==> config.mk <==
export PLATFORM = sky130hd
export DESIGN_NAME = jk_excite_seq
export DESIGN_NICKNAME = d
export VERILOG_FILES = /design/src/rtl/jk_pkg.sv /design/src/rtl/jk_tgt_fifo.sv /design/src/rtl/jk_excite_seq.sv
export SDC_FILE = /design/constraint.sdc
export NUM_CORES = 1
export LEC_CHECK = 0
export ABC_AREA = 1
export CORE_AREA = 2 2 75 77
export CTS_CLUSTER_SIZE = 28
export DETAILED_ROUTE_END_ITERATION = 8
export DIE_AREA = 0 0 77 79
export PLACE_DENSITY = 0.6
export REMOVE_ABC_BUFFERS = 1
export SLEW_MARGIN = 15
export SYNTH_ARGS = -nofsm -noshare
export SYNTH_HDL_FRONTEND = slang
export SYNTH_SLANG_ARGS = --single-unit
==> constraint.sdc <==
create_clock -name clk -period 2.82 [get_ports clk]
set_input_delay 0.564 -clock clk [delete_from_list [all_inputs] [get_ports clk]]
set_output_delay 0.564 -clock clk [all_outputs]
set_load 0.01 [all_outputs]
==> src/rtl/jk_pkg.sv <==
// ---------------------------------------------------------------------------
// jk_pkg
// Shared definitions for the JK excitation sequencer:
//   state_t  - sequencer FSM states (ST_IDLE / ST_APPLY / ST_SETTLE, 2-bit)
//   JK_*     - per-bit {J,K} excitation codes
//   jk_code  - per-bit excitation rule (model bit, target bit, toggle mode)
// ---------------------------------------------------------------------------
package jk_pkg;

    typedef enum logic [1:0] {
        ST_IDLE   = 2'b00,
        ST_APPLY  = 2'b01,
        ST_SETTLE = 2'b10
    } state_t;

    // {J,K} codes as seen by one flop
    localparam logic [1:0] JK_HOLD = 2'b00;
    localparam logic [1:0] JK_RST  = 2'b01;
    localparam logic [1:0] JK_SET  = 2'b10;
    localparam logic [1:0] JK_TOG  = 2'b11;

    // Excitation for one flop: hold when already at target, otherwise
    // toggle (tog=1) or drive an explicit set/reset toward the target.
    function automatic logic [1:0] jk_code(input logic m, input logic t, input logic tog);
        logic [1:0] code;
        if (t == m) begin
            code = JK_HOLD;
        end else if (tog) begin
            code = JK_TOG;
        end else if (t) begin
            code = JK_SET;
        end else begin
            code = JK_RST;
        end
        return code;
    endfunction

endpackage

==> src/rtl/jk_tgt_fifo.sv <==
// ---------------------------------------------------------------------------
// jk_tgt_fifo
// Synchronous FIFO holding {tog, target} entries for the sequencer.
// Pointers carry one extra wrap bit so full and empty are told apart
// without a separate occupancy counter.
// Ports:
//   clk, rst      clock, synchronous active-high reset (empties the FIFO)
//   push, wdata   write strobe and data; ignored while full
//   pop           read strobe; ignored while empty
//   rdata         head entry (valid while !empty)
//   full, empty   status, derived from registered pointers
// ---------------------------------------------------------------------------
module jk_tgt_fifo #(
    parameter int W     = 5,
    parameter int DEPTH = 4
) (
    input  logic         clk,
    input  logic         rst,
    input  logic         push,
    input  logic [W-1:0] wdata,
    input  logic         pop,
    output logic [W-1:0] rdata,
    output logic         full,
    output logic         empty
);

    localparam int AW = $clog2(DEPTH);
    localparam logic [AW:0] PTR_ONE = {{AW{1'b0}}, 1'b1};

    logic [W-1:0] mem_r [DEPTH];
    logic [AW:0]  wr_ptr_r;
    logic [AW:0]  rd_ptr_r;
    logic         wr_en_s;
    logic         rd_en_s;

    assign wr_en_s = push && !full;
    assign rd_en_s = pop && !empty;

    assign empty = (wr_ptr_r == rd_ptr_r);
    assign full  = (wr_ptr_r[AW] != rd_ptr_r[AW]) &&
                   (wr_ptr_r[AW-1:0] == rd_ptr_r[AW-1:0]);
    assign rdata = mem_r[rd_ptr_r[AW-1:0]];

    // Storage array; contents are don't-care until written, so no reset
    always_ff @(posedge clk) begin
        if (wr_en_s) begin
            mem_r[wr_ptr_r[AW-1:0]] <= wdata;
        end
    end

    // Read/write pointer advance
    always_ff @(posedge clk) begin
        if (rst) begin
            wr_ptr_r <= {(AW+1){1'b0}};
            rd_ptr_r <= {(AW+1){1'b0}};
        end else begin
            if (wr_en_s) begin
                wr_ptr_r <= wr_ptr_r + PTR_ONE;
            end
            if (rd_en_s) begin
                rd_ptr_r <= rd_ptr_r + PTR_ONE;
            end
        end
    end

endmodule

==> src/rtl/jk_excite_seq.sv <==
// ---------------------------------------------------------------------------
// jk_excite_seq
// Upstream driver for a bank of WIDTH JK flip-flops. Target vectors arrive
// on a valid/ready stream, are queued, and each one is applied as a single
// cycle of J/K excitation followed by a settle cycle in which the flop bank
// outputs are valid. An internal model tracks the flop state; it shares rst
// with the flop bank so both start at zero.
//
// Configuration macro: LOOPBACK_CHECK_EN
//   defined   : during SETTLE, q_fb is compared with the target; the first
//               mismatch sets sticky err and captures err_bits = q_fb ^ tgt.
//   undefined : err/err_bits tie to 0 and q_fb is ignored.
//
// Ports:
//   clk, rst          clock, synchronous active-high reset
//   in_valid/in_ready target stream handshake (in_ready = FIFO not full)
//   in_data, in_tog   target vector and toggle-mode flag
//   j, k              registered excitation to the flop bank
//   q_fb              flop bank outputs
//   busy              sequencer active or entries queued
//   done              one-cycle pulse per completed entry
//   err, err_bits     sticky loopback mismatch flag and captured difference
// ---------------------------------------------------------------------------
module jk_excite_seq
    import jk_pkg::*;
#(
    parameter int WIDTH = 4,
    parameter int DEPTH = 4
) (
    input  logic             clk,
    input  logic             rst,
    input  logic             in_valid,
    output logic             in_ready,
    input  logic [WIDTH-1:0] in_data,
    input  logic             in_tog,
    output logic [WIDTH-1:0] j,
    output logic [WIDTH-1:0] k,
    input  logic [WIDTH-1:0] q_fb,
    output logic             busy,
    output logic             done,
    output logic             err,
    output logic [WIDTH-1:0] err_bits
);

    state_t             state_r;
    logic [WIDTH-1:0]   j_r;
    logic [WIDTH-1:0]   k_r;
    logic [WIDTH-1:0]   model_r;
    logic [WIDTH-1:0]   tgt_r;
    logic               done_r;
    logic               err_r;
    logic [WIDTH-1:0]   err_bits_r;

    logic               fifo_full_s;
    logic               fifo_empty_s;
    logic               push_s;
    logic               pop_s;
    logic [WIDTH:0]     fifo_wdata_s;
    logic [WIDTH:0]     fifo_rdata_s;
    logic [WIDTH-1:0]   base_s;
    logic [2*WIDTH-1:0] excite_s;

    // Whole-vector excitation: {J vector, K vector}
    function automatic logic [2*WIDTH-1:0] excite(input logic [WIDTH-1:0] m,
                                                  input logic [WIDTH-1:0] t,
                                                  input logic             tog);
        logic [WIDTH-1:0] jv;
        logic [WIDTH-1:0] kv;
        logic [1:0]       code;
        jv = {WIDTH{1'b0}};
        kv = {WIDTH{1'b0}};
        for (int i = 0; i < WIDTH; i++) begin
            code  = jk_code(m[i], t[i], tog);
            jv[i] = code[1];
            kv[i] = code[0];
        end
        return {jv, kv};
    endfunction

    assign fifo_wdata_s = {in_tog, in_data};
    assign push_s       = in_valid && !fifo_full_s;

    jk_tgt_fifo #(
        .W     (WIDTH + 1),
        .DEPTH (DEPTH)
    ) u_fifo (
        .clk   (clk),
        .rst   (rst),
        .push  (push_s),
        .wdata (fifo_wdata_s),
        .pop   (pop_s),
        .rdata (fifo_rdata_s),
        .full  (fifo_full_s),
        .empty (fifo_empty_s)
    );

    // Pop decision and excitation source: in SETTLE the model register has
    // not yet absorbed tgt, so the next entry is excited against tgt directly
    always_comb begin
        pop_s  = 1'b0;
        base_s = model_r;
        if (state_r == ST_IDLE) begin
            pop_s  = !fifo_empty_s;
            base_s = model_r;
        end else if (state_r == ST_SETTLE) begin
            pop_s  = !fifo_empty_s;
            base_s = tgt_r;
        end else begin
            pop_s  = 1'b0;
            base_s = model_r;
        end
        excite_s = excite(base_s, fifo_rdata_s[WIDTH-1:0], fifo_rdata_s[WIDTH]);
    end

    // Sequencer FSM with registered J/K, model, target and done outputs
    always_ff @(posedge clk) begin
        if (rst) begin
            state_r <= ST_IDLE;
            j_r     <= {WIDTH{1'b0}};
            k_r     <= {WIDTH{1'b0}};
            model_r <= {WIDTH{1'b0}};
            tgt_r   <= {WIDTH{1'b0}};
            done_r  <= 1'b0;
        end else begin
            done_r <= 1'b0;
            case (state_r)
                ST_IDLE: begin
                    if (pop_s) begin
                        tgt_r   <= fifo_rdata_s[WIDTH-1:0];
                        j_r     <= excite_s[2*WIDTH-1:WIDTH];
                        k_r     <= excite_s[WIDTH-1:0];
                        state_r <= ST_APPLY;
                    end else begin
                        j_r     <= {WIDTH{1'b0}};
                        k_r     <= {WIDTH{1'b0}};
                        state_r <= ST_IDLE;
                    end
                end
                ST_APPLY: begin
                    // flop bank samples the excitation on this edge
                    j_r     <= {WIDTH{1'b0}};
                    k_r     <= {WIDTH{1'b0}};
                    state_r <= ST_SETTLE;
                end
                ST_SETTLE: begin
                    model_r <= tgt_r;
                    done_r  <= 1'b1;
                    if (pop_s) begin
                        tgt_r   <= fifo_rdata_s[WIDTH-1:0];
                        j_r     <= excite_s[2*WIDTH-1:WIDTH];
                        k_r     <= excite_s[WIDTH-1:0];
                        state_r <= ST_APPLY;
                    end else begin
                        j_r     <= {WIDTH{1'b0}};
                        k_r     <= {WIDTH{1'b0}};
                        state_r <= ST_IDLE;
                    end
                end
                default: begin
                    j_r     <= {WIDTH{1'b0}};
                    k_r     <= {WIDTH{1'b0}};
                    state_r <= ST_IDLE;
                end
            endcase
        end
    end

`ifdef LOOPBACK_CHECK_EN
    // Sticky loopback checker: only the first mismatch is captured
    always_ff @(posedge clk) begin
        if (rst) begin
            err_r      <= 1'b0;
            err_bits_r <= {WIDTH{1'b0}};
        end else if ((state_r == ST_SETTLE) && (q_fb != tgt_r) && !err_r) begin
            err_r      <= 1'b1;
            err_bits_r <= q_fb ^ tgt_r;
        end else begin
            err_r      <= err_r;
            err_bits_r <= err_bits_r;
        end
    end
`else
    logic unused_q_fb_s;
    assign unused_q_fb_s = ^q_fb;
    assign err_r         = 1'b0;
    assign err_bits_r    = {WIDTH{1'b0}};
`endif

    assign in_ready = !fifo_full_s;
    assign busy     = (state_r != ST_IDLE) || !fifo_empty_s;
    assign j        = j_r;
    assign k        = k_r;
    assign done     = done_r;
    assign err      = err_r;
    assign err_bits = err_bits_r;

endmodule

* Yosys cells after proc, flatten, opt, wreduce, memory -nomap -nowiden *
Memories as Yosys holds them, arrays and structs flattened. A register that Yosys moved wholly into a read port is not among the register bits.
Cells that the tools add are included.

word-level totals
  register bits after elaboration = 25
  memory bits (writable) = 20
  word-level logic and storage cells = 62
  memories kept = 1

operators by class
  add/sub/neg operators = 2
  eq/ne operators = 9
  mux-type cells = 19
  bitwise gates (word level) = 2
  reduce and logical (&&, ||, !) cells = 15

memory list
  name          depth  width  read ports  clocked after memory_dff  write ports  RTL line           RTL
  u_fifo.mem_r  4      5      1           1                         1            jk_tgt_fifo.sv:30  logic [W-1:0] mem_r [DEPTH];

operators with widths
  operator                                             number
  2-to-1 mux 2 bit                                     10
  OR reduction 4 bit                                   4
  2-to-1 mux 4 bit                                     2
  adder 3 x 1 -> 3 bit, second input constant          2
  2-to-1 mux 1 bit                                     6
  equality test 1 bit                                  4
  logical AND 1 bit                                    4
  case mux 2 bit (2 select lines)                      1
  equality test 3 bit                                  1
  equality test 2 x 1 -> 1 bit, second input constant  1
  equality test 2 bit                                  1
  equality test 2 bit, second input constant           1
  logical NOT 1 bit                                    2
  logical NOT 2 bit                                    1
  NOT 1 bit                                            2
  AND reduction 2 bit                                  1
  nonzero test 2 bit                                   1
  OR reduction 2 bit                                   1
  logical OR 1 bit                                     1
  inequality test 1 bit                                1

* Logic depth before layout (Yosys ltp) *
Gate-level depths: netlist (run 1).

  depth in word-level cells = 7
  gate-level depth with buffers = 8

* Modules after synthesis *
Synthesis (run 1) repeated with hierarchy kept, for this count alone.

unflattened totals
  cells, all modules = 231
  area total of the unflattened synthesis = 2088.3 µm²

by module, submodules not included
  module         instances  cells each  area each (µm²)  sequential area each (µm²)
  jk_tgt_fifo    1          124         1261.2           760.7
  jk_excite_seq  1          107         827.0            380.4

* Worst setup path before layout (run 1) *
OpenSTA, ideal clock, no wires.

  path type = register to output
  start = register u_fifo.wr_ptr_r[0]
  end = output busy
  arrival = 919 ps
  data required time = 2256 ps
  path slack = 1337 ps
  cell stages (with the launch flop) = 6
  cells stage by stage = dfxtp_1 > nand2_1 > nand2_1 > nand3_4 > nor2_1 > nand2_1

on the way
  cells in the longest elaborated chain, start to end = 3

RTL lines
  what                      RTL line              RTL
  start: declaration        jk_tgt_fifo.sv:31     logic [AW:0] wr_ptr_r;
  start signal: assignment  jk_tgt_fifo.sv:54     wr_ptr_r <= {(AW+1){1'b0}};
  start signal: assignment  jk_tgt_fifo.sv:58     wr_ptr_r <= wr_ptr_r + PTR_ONE;
  equality test 3 bit       jk_tgt_fifo.sv:39     assign empty = (wr_ptr_r == rd_ptr_r);
  logical NOT 1 bit         jk_excite_seq.sv:190  assign busy = (state_r != ST_IDLE) || !fifo_empty_s;
  logical OR 1 bit          jk_excite_seq.sv:190
  end: declaration          jk_excite_seq.sv:39   output logic busy,

No other way between the ends.

* Worst setup path after layout (run 1) *
Ends and elaborated chain as after synthesis.

==> results_dict.tcl, run 1 <==
set metrics [dict create \
    rsz0062_at_grt "no" \
    syn_inst 242 \
    start_util_pct 38.7 \
    ctsRootBufferMaster "clkbuf_8" \
    routedWlPerCell_um 10.3 \
    status "completed" \
    wl_um 3470 \
    overflow 0 \
    fp.coreArea_um2 5340 \
    hold_viol 0 \
    layout_common_cells "76 x nand2_1, 31 x nor2_1, 27 x dfxtp_1, 20 x nand3_1, 20 x edfxtp_1" \
    hold_end "tgt_r[2]" \
    ant_nets 0 \
    fin_area_um2 2400 \
    postPlaceCellArea_um2 2310 \
    finalCritPeriodShare_pct 84.0 \
    clock_skew_ns 0.00519 \
    tns_ns 0 \
    rr_worst_depth 6 \
    drc_errors 0 \
    gp_congestion 0.723 \
    synth_compound_area_share_pct 1.94 \
    io_pins 28 \
    worst_ep_arrival_time_ns 1.81 \
    first_global_vias 1343 \
    drv_cap 0 \
    post_route_cells_drive_above_1_share_pct 10.2 \
    p_leak_nw 1.05 \
    path_class "reg2out" \
    fmax_ghz 0.422 \
    cts_hold_buf 0 \
    antenna_found_initial 0 \
    power_density_nw_per_um2 908 \
    crit_path_start "u_fifo.wr_ptr_r[0]" \
    timing.rr.end "u_fifo.mem_r[3][0]" \
    clk_pin_slew_worst_paths_ns 0.09 \
    die_w_um 77 \
    synth_cell_types 24 \
    vdd_ir_drop_max_mv 0.365 \
    die_h_um 79 \
    regToRegStartpoint "u_fifo.wr_ptr_r[0]" \
    crit_required_ns 2.26 \
    port_buffers 18 \
    nFillCells 563 \
    synth_simple_gate_area_share_pct 31.2 \
    dp_hpwl_um 2610 \
    hold_path_depth 2 \
    post-synth-top-area-cell "edfxtp_1" \
    rows 27 \
    yosysSeqAreaShare_pct 55.3 \
    critical_path.startpoint_type "flip-flop" \
    min_path_type "reg2reg" \
    grt_max_degree 17 \
    crit_fanout 8 \
    synth_top_family_by_area "simple AND/OR/NAND/NOR gates" \
    hp-start "tgt_r[2]" \
    grt_pass1_wl_um 5970 \
    cts_buffers 5 \
    finalSetupViolations 0 \
    cts_resized 0 \
    final_common_cell "nand2_1" \
    netlist_area_um2 2060 \
    area_delta_synth_final_pct 16.2 \
    synth_warnings 0 \
    num_antenna_cells 0 \
    vias 1445 \
    drv_slew 0 \
    cts_tree "yes" \
    synth-adder-area-share_pct 3.03 \
    track_usage_pct 12.7 \
    ff2ff_setup_slack_ns 1.12 \
    postCtsSetupBuffers 0 \
    die_area_um2 6080 \
    dr.pass1.iters 4 \
    htree_levels 2 \
    synth_mux_area_share_pct 0 \
    synth_seq_cells 47 \
    cp-end-kind "primary output" \
    yosys-top-cells-area "edfxtp_1 29%, dfxtp_1 26%, nand2_1 14%" \
    clock_latency_ns 0.30 \
    period_needed_ns 2.37 \
    via_per_inst 4.28 \
    first_iter_violations 60 \
    synth_xor_area_share_pct 0.849 \
    final_util_pct 44.9 \
    cts_sinks 47 \
    synth_top_area_share_pct 29.1 \
    final_nets 282 \
    hold_ws_ns 0.479 \
    cts_buffer_depth 2 \
    synth_area_per_cell_um2 8.53 \
]
[cell usage after synthesis (all sizes together)]
library cell,count
nand2,81
nor2,32
dfxtp,27
inv,26
nand3,23
edfxtp,20
buf,7
nor3,7
ha,5
a21oi,4
o21ai,4
nand3b,2
xor2,2
clkinv,1
conb,1
[worst max-delay path by stage]
stage | slack [ns] | endpoint | depth (start not counted)
after floorplan | 1.34 | busy | 5
after global placement | 0.78 | busy | 7
after detailed placement | 0.77 | busy | 7
after CTS | 0.41 | busy | 7
after global routing | 0.28 | busy | 7
final | 0.45 | busy | 7
[worst max-delay path: stages, from the launching register on]
cell	delay, ns
dfxtp_1	0.45
inv_2	0.08
nand2_1	0.07
nand2_1	0.10
nand3_4	0.17
nor2_1	0.05
nand2_1	0.06
clkdlybuf4s50_1	0.52
[flip-flops by register name, summed over array words and instances, names as in the netlist, named ones only]
register,cells
tgt_r,4
model_r,4
state_r,2
j,4
done,1
u_fifo.wr_ptr_r,3
k,4
u_fifo.rd_ptr_r,3
u_fifo.mem_r,20
[per-layer routing]
metal	GRT usage, %	part of all wire [%]	up-vias
li1	-	-	799
met1	15.4	50	615
met2	21.0	45	24
met3	2.73	3.1	7
met4	7.50	2.1	0
met5	0	0	-
[report_power, final]
part	internal, mW	switching (mW)
clock	0.177	0.230
sequential	0.848	0.0942
combinational	0.318	0.509
total	1.34	0.833
[area by class of cell]
cell class              instances  area (µm²)  area share, %
well taps                      72        90.1           3.76
flip-flops and latches         47        1140           47.6
clock buffers                   5        68.8           2.87
inverters                      27         104           4.33
repair buffers                 19         188           7.83
clock inverters                 3        22.5          0.939
multi-input cells             165         783           32.7
[through the flow]
stage	std cells	setup WS [ns]	power (mW)
2_1_floorplan	239	1.34	1.54
3_3_place_gp	330	0.784	1.78
3_5_place_dp	330	0.765	1.79
4_1_cts	338	0.415	2.20
5_1_grt	338	0.282	2.36
6_report	338	0.450	2.18
[cells by family after synthesis]
| logic type | after synthesis |
|---|---|
| flip-flops | 47 |
| AO/OA/AOI/OAI | 8 |
| XOR/XNOR | 2 |
| other | 1 |
| AND/OR/NAND/NOR | 145 |
| buffers and inverters | 34 |
| adder cells (fa/ha/maj) | 5 |
(Power assumes the default switching activity.)
==> inputs of run 2 (changes only) <==
Clock period 2.82 ns to 2.4 ns, I/O delays scaled along.
==> run 2 against run 1 <==
Final area increased by 1.9%. Global-route usage is essentially flat. Sequential cell count is the same. Count of clock-buffer cells in the layout is the same. Die area stayed put. Non-clock buffer count stayed put. Total power up 26%. Hold slack gained 0.0062 ns. Core utilization grew 0.87 points. Via count rose by 1.1%. Largest cell class unchanged.
==> results_dict.tcl, run 2 (synthesis results as in run 1) <==
set metrics [dict create \
    rr_worst_depth 6 \
    cpPeakStageDelay_ns 0.53 \
    via_per_inst 4.32 \
    top_layer_used "met4" \
    status "completed" \
    period_needed_ns 2.25 \
    place_ws_ns 0.450 \
    ctsRootBufferMaster "clkbuf_8" \
    area_delta_synth_final_pct 18.4 \
    fin_ws_ns 0.147 \
    finalSetupViolations 0 \
    crit_required_ns 1.92 \
    cts_hold_buf 0 \
    cp_common_cell "nand2_1" \
    clock_skew_ns 0.00480 \
    io_pins 28 \
    ant_nets 0 \
    wl_um 3430 \
    track_usage_pct 12.7 \
    crit_slowest_cell "clkdlybuf4s50_1" \
    die_h_um 79 \
    crit_buf_inv 2 \
    final_common_cell "nand2_1" \
    cts_buffer_depth 2 \
    finalCritPeriodShare_pct 93.9 \
    vias 1461 \
    postCtsSetupBuffers 0 \
    grt_pass1_wl_um 6000 \
    cp_cell_sequence "inv_1 -> nand2_1 -> nand2_1 -> nand3_4 -> nor2_1 -> nand2_1 -> clkdlybuf4s50_1" \
    die_w_um 77 \
    hold_path_depth 2 \
    cts_buffers 5 \
    rows 27 \
    port_buffers 18 \
    final_nets 282 \
    first_global_vias 1336 \
    hold_viol 0 \
    gp_congestion 0.728 \
    drv_cap 0 \
    worst_ep_arrival_time_ns 1.77 \
    route.met2.wl_um 1620 \
    dr.pass1.iters 4 \
    clock_latency_ns 0.30 \
    rsz0062_at_grt "no" \
    crit_fanout 8 \
    min_path_type "reg2reg" \
    drv_slew 0 \
    cts_resized 0 \
    path_class "reg2out" \
    antenna_found_initial 0 \
    hold_end "tgt_r[2]" \
    tns_ns 0 \
    fin_area_um2 2440 \
    wl_met1_um 1620 \
    num_antenna_cells 0 \
    vdd_ir_drop_max_mv 0.487 \
    grt_max_degree 16 \
    routedWlPerCell_um 10.1 \
    cts_sinks 47 \
    timing.rr.end "u_fifo.mem_r[2][4]" \
    largest_reg_flops 20 \
    wl_met3_um 128 \
    postPlaceCellArea_um2 2310 \
    cp_top_family "buffers and inverters" \
    first_iter_violations 82 \
    layout_common_cells "76 x nand2_1, 31 x nor2_1, 26 x dfxtp_1, 20 x nand3_1, 20 x edfxtp_1" \
    start_util_pct 38.7 \
    die_area_um2 6080 \
    hp-start "tgt_r[2]" \
    htree_levels 2 \
    ff2ff_setup_slack_ns 0.74 \
    fp.coreArea_um2 5340 \
    power_density_nw_per_um2 1120 \
    post_route_cells_drive_above_1_share_pct 10.5 \
    hold_ws_ns 0.485 \
    dp_hpwl_um 2660 \
    overflow 0 \
    critical_path.startpoint_type "flip-flop" \
    fmax_ghz 0.444 \
    p_leak_nw 1.07 \
    drc_errors 0 \
    clk_pin_slew_worst_paths_ns 0.09 \
    regToRegStartpoint "u_fifo.wr_ptr_r[1]" \
    cts_tree "yes" \
    cp-end-kind "primary output" \
]
==> run 2: worst min-delay path: stages (launching register included) <==
cell and delay [ns]:
dfxtp_1 0.34, nor2_1 0.05, nor2_1 0.07
==> run 2: worst max path at each step <==
stage | depth (start not counted) | startpoint | endpoint | slack, ns
3_5_place_dp | 7 | u_fifo.wr_ptr_r[0] | busy | 0.45
4_1_cts | 7 | u_fifo.wr_ptr_r[0] | busy | 0.11
6_report | 7 | u_fifo.wr_ptr_r[1] | busy | 0.15
2_1_floorplan | 6 | u_fifo.wr_ptr_r[0] | u_fifo.mem_r[0][0] | 0.95
3_3_place_gp | 7 | u_fifo.wr_ptr_r[0] | busy | 0.45
5_1_grt | 6 | u_fifo.rd_ptr_r[0] | busy | 0.002
==> run 2: report_power, final <==
| part | internal, mW | leakage (nW) | switching [mW] |
|---|---|---|---|
| sequential | 0.997 | 0.406 | 0.109 |
| combinational | 0.374 | 0.596 | 0.594 |
| clock | 0.415 | 0.0644 | 0.259 |
| total | 1.79 | 1.07 | 0.962 |
==> run 2: layer usage <==
| layer | global-route usage (%) | vias to the layer above |
|---|---|---|
| met2 | 20.7 | 25 |
| met5 | 0 | - |
| met3 | 3.75 | 6 |
| li1 | - | 803 |
| met1 | 15.9 | 627 |
| met4 | 5.36 | 0 |
==> run 2: per-stage QoR <==
| stage | instances | utilization, % | power (mW) |
|---|---|---|---|
| floorplan | 239 | - | 1.81 |
| global placement | 330 | 43.2 | 2.08 |
| detailed placement | 330 | 43.2 | 2.10 |
| CTS | 338 | 45.8 | 2.78 |
| global route | 338 | 45.8 | 2.98 |
| finish | 338 | 45.8 | 2.75 |
==> run 2: area by class of cell <==
class | count | area (µm²)
Inverter | 27 | 104
Tap cell | 72 | 90.1
Clock buffer | 5 | 68.8
Clock inverter | 3 | 67.6
Timing Repair Buffer | 19 | 188
Fill cell | 548 | 2890
Sequential cell | 47 | 1140
Multi-Input combinational cell | 165 | 783
==> edit (settings of run 2) <==
Add a define of `LOOPBACK_CHECK_EN`.
--- a/src/rtl/jk_excite_seq.sv
+++ b/src/rtl/jk_excite_seq.sv
@@ -21,6 +21,8 @@
 //   done              one-cycle pulse per completed entry
 //   err, err_bits     sticky loopback mismatch flag and captured difference
 // ---------------------------------------------------------------------------
+`define LOOPBACK_CHECK_EN
+
 module jk_excite_seq
     import jk_pkg::*;
 #(
Check against the original RTL: not equivalent (a bounded check fails within 10 cycles, from zero or initial values and one cycle with rst high).
==> edit against run 2 <==
- sequential cell count is 5 higher
- via count increased by 8.7%
- routed wire length grew 9.1%
- cell area rose by 9.4%
- total power grew 3.5%
- sequential share of layout area down 0.33 points
- area after synthesis is 8.1% higher
- clock skew increased by 0.0017 ns
- core utilization increased by 4.3 points
- global-route usage increased by 1.8 points
- setup slack gained 0.0093 ns
==> edit: results (changes against run 2) <==
- The maximum VDD drop is 0.4949 mV (+1.6%).
- The smallest hold slack came to 0.5013 ns (+0.01627 ns).
- The layout net count came to 305 (+8.2%).
- The routed length per instance was 10.35 um (+2.1%).
- The first-pass GRT wire length is 6858 um (+14%).
- The count of multi-input gates is 164 (-0.61%).
- The run finished with clean final reports.
- The number of violations reported at the end of detailed-routing iteration 0 came to 93 (+13%).
- The combined flip-flop and latch cell area was 1241 um2 (+8.7%).
- The share of the synthesized area in compound gates (AO/OA/AOI/OAI) came to 2.918% (+0.98 points).
- The filler cell count is 542 (-1.1%).
- The share of the final layout cell area in multi-input gates was 30.74% (-1.3 points).
- The number of ordinary inverters in the final layout is 36 (+33%).
- The sum of routed wire segments on met1 is 1786 um (+10%).
- The total met3 wirelength after detailed routing was 129 um (+0.78%).
- The number of input and output port buffers inserted is 27 (+9).
- The internal reg-to-reg setup slack is 0.85 ns (+0.11 ns).
- The post-place instance area is 2579 um2 (+12%).
- The met2 layer wire length in the routed design was 1776 um (+9.6%).
- The maximum number of pins on one net before global-route repair is 19 (+3).
- Counting instances in the post-synthesis netlist gives the leading cell types as sky130_fd_sc_hd__nand2_1 (69), sky130_fd_sc_hd__nor2_1 (39), sky130_fd_sc_hd__dfxtp_1 (32).
- The routed via count divided by cell count is 4.399 (+1.8%).
- The non-clock buffering overhead in the final layout is 10.67% (+3.0 points).
- The number of clock sinks seen by CTS is 52 (+11%).
- The overall routing resource usage came to 14.50% (+1.8 points).
- The capture point of the worst reg-to-reg path is u_fifo.mem_r[1][3].
- The internal power came to 1782 uW (-0.27%).
[edit: layer usage]
layer,vias up,GRT usage [%]
li1,857,-
met5,-,0
met1,703,17.95
met4,0,4.821
met3,5,3.750
met2,23,24.82
[edit: tightest hold or removal path, stage by stage, from the launching register on]
cell,delay (ns)
sky130_fd_sc_hd__dfxtp_1,0.32
sky130_fd_sc_hd__inv_1,0.07
sky130_fd_sc_hd__a21oi_1,0.06
[edit: stage by stage]
step | cells | setup WS (ns)
final | 361 | 0.1561
after global routing | 361 | 0.02138
after CTS | 361 | 0.1330
after detailed placement | 353 | 0.4807
after global placement | 353 | 0.5075
after floorplan | 252 | 0.9884
[edit: power by group through the flow]
stage | Clock, uW | Sequential, uW | Combinational, uW
5_1_grt | 572 | 1240 | 1300
2_1_floorplan | 0 | 1260 | 745
6_report | 507 | 1220 | 1120
4_1_cts | 524 | 1220 | 1140
3_5_place_dp | 0 | 1240 | 1130
3_3_place_gp | 0 | 1240 | 1120
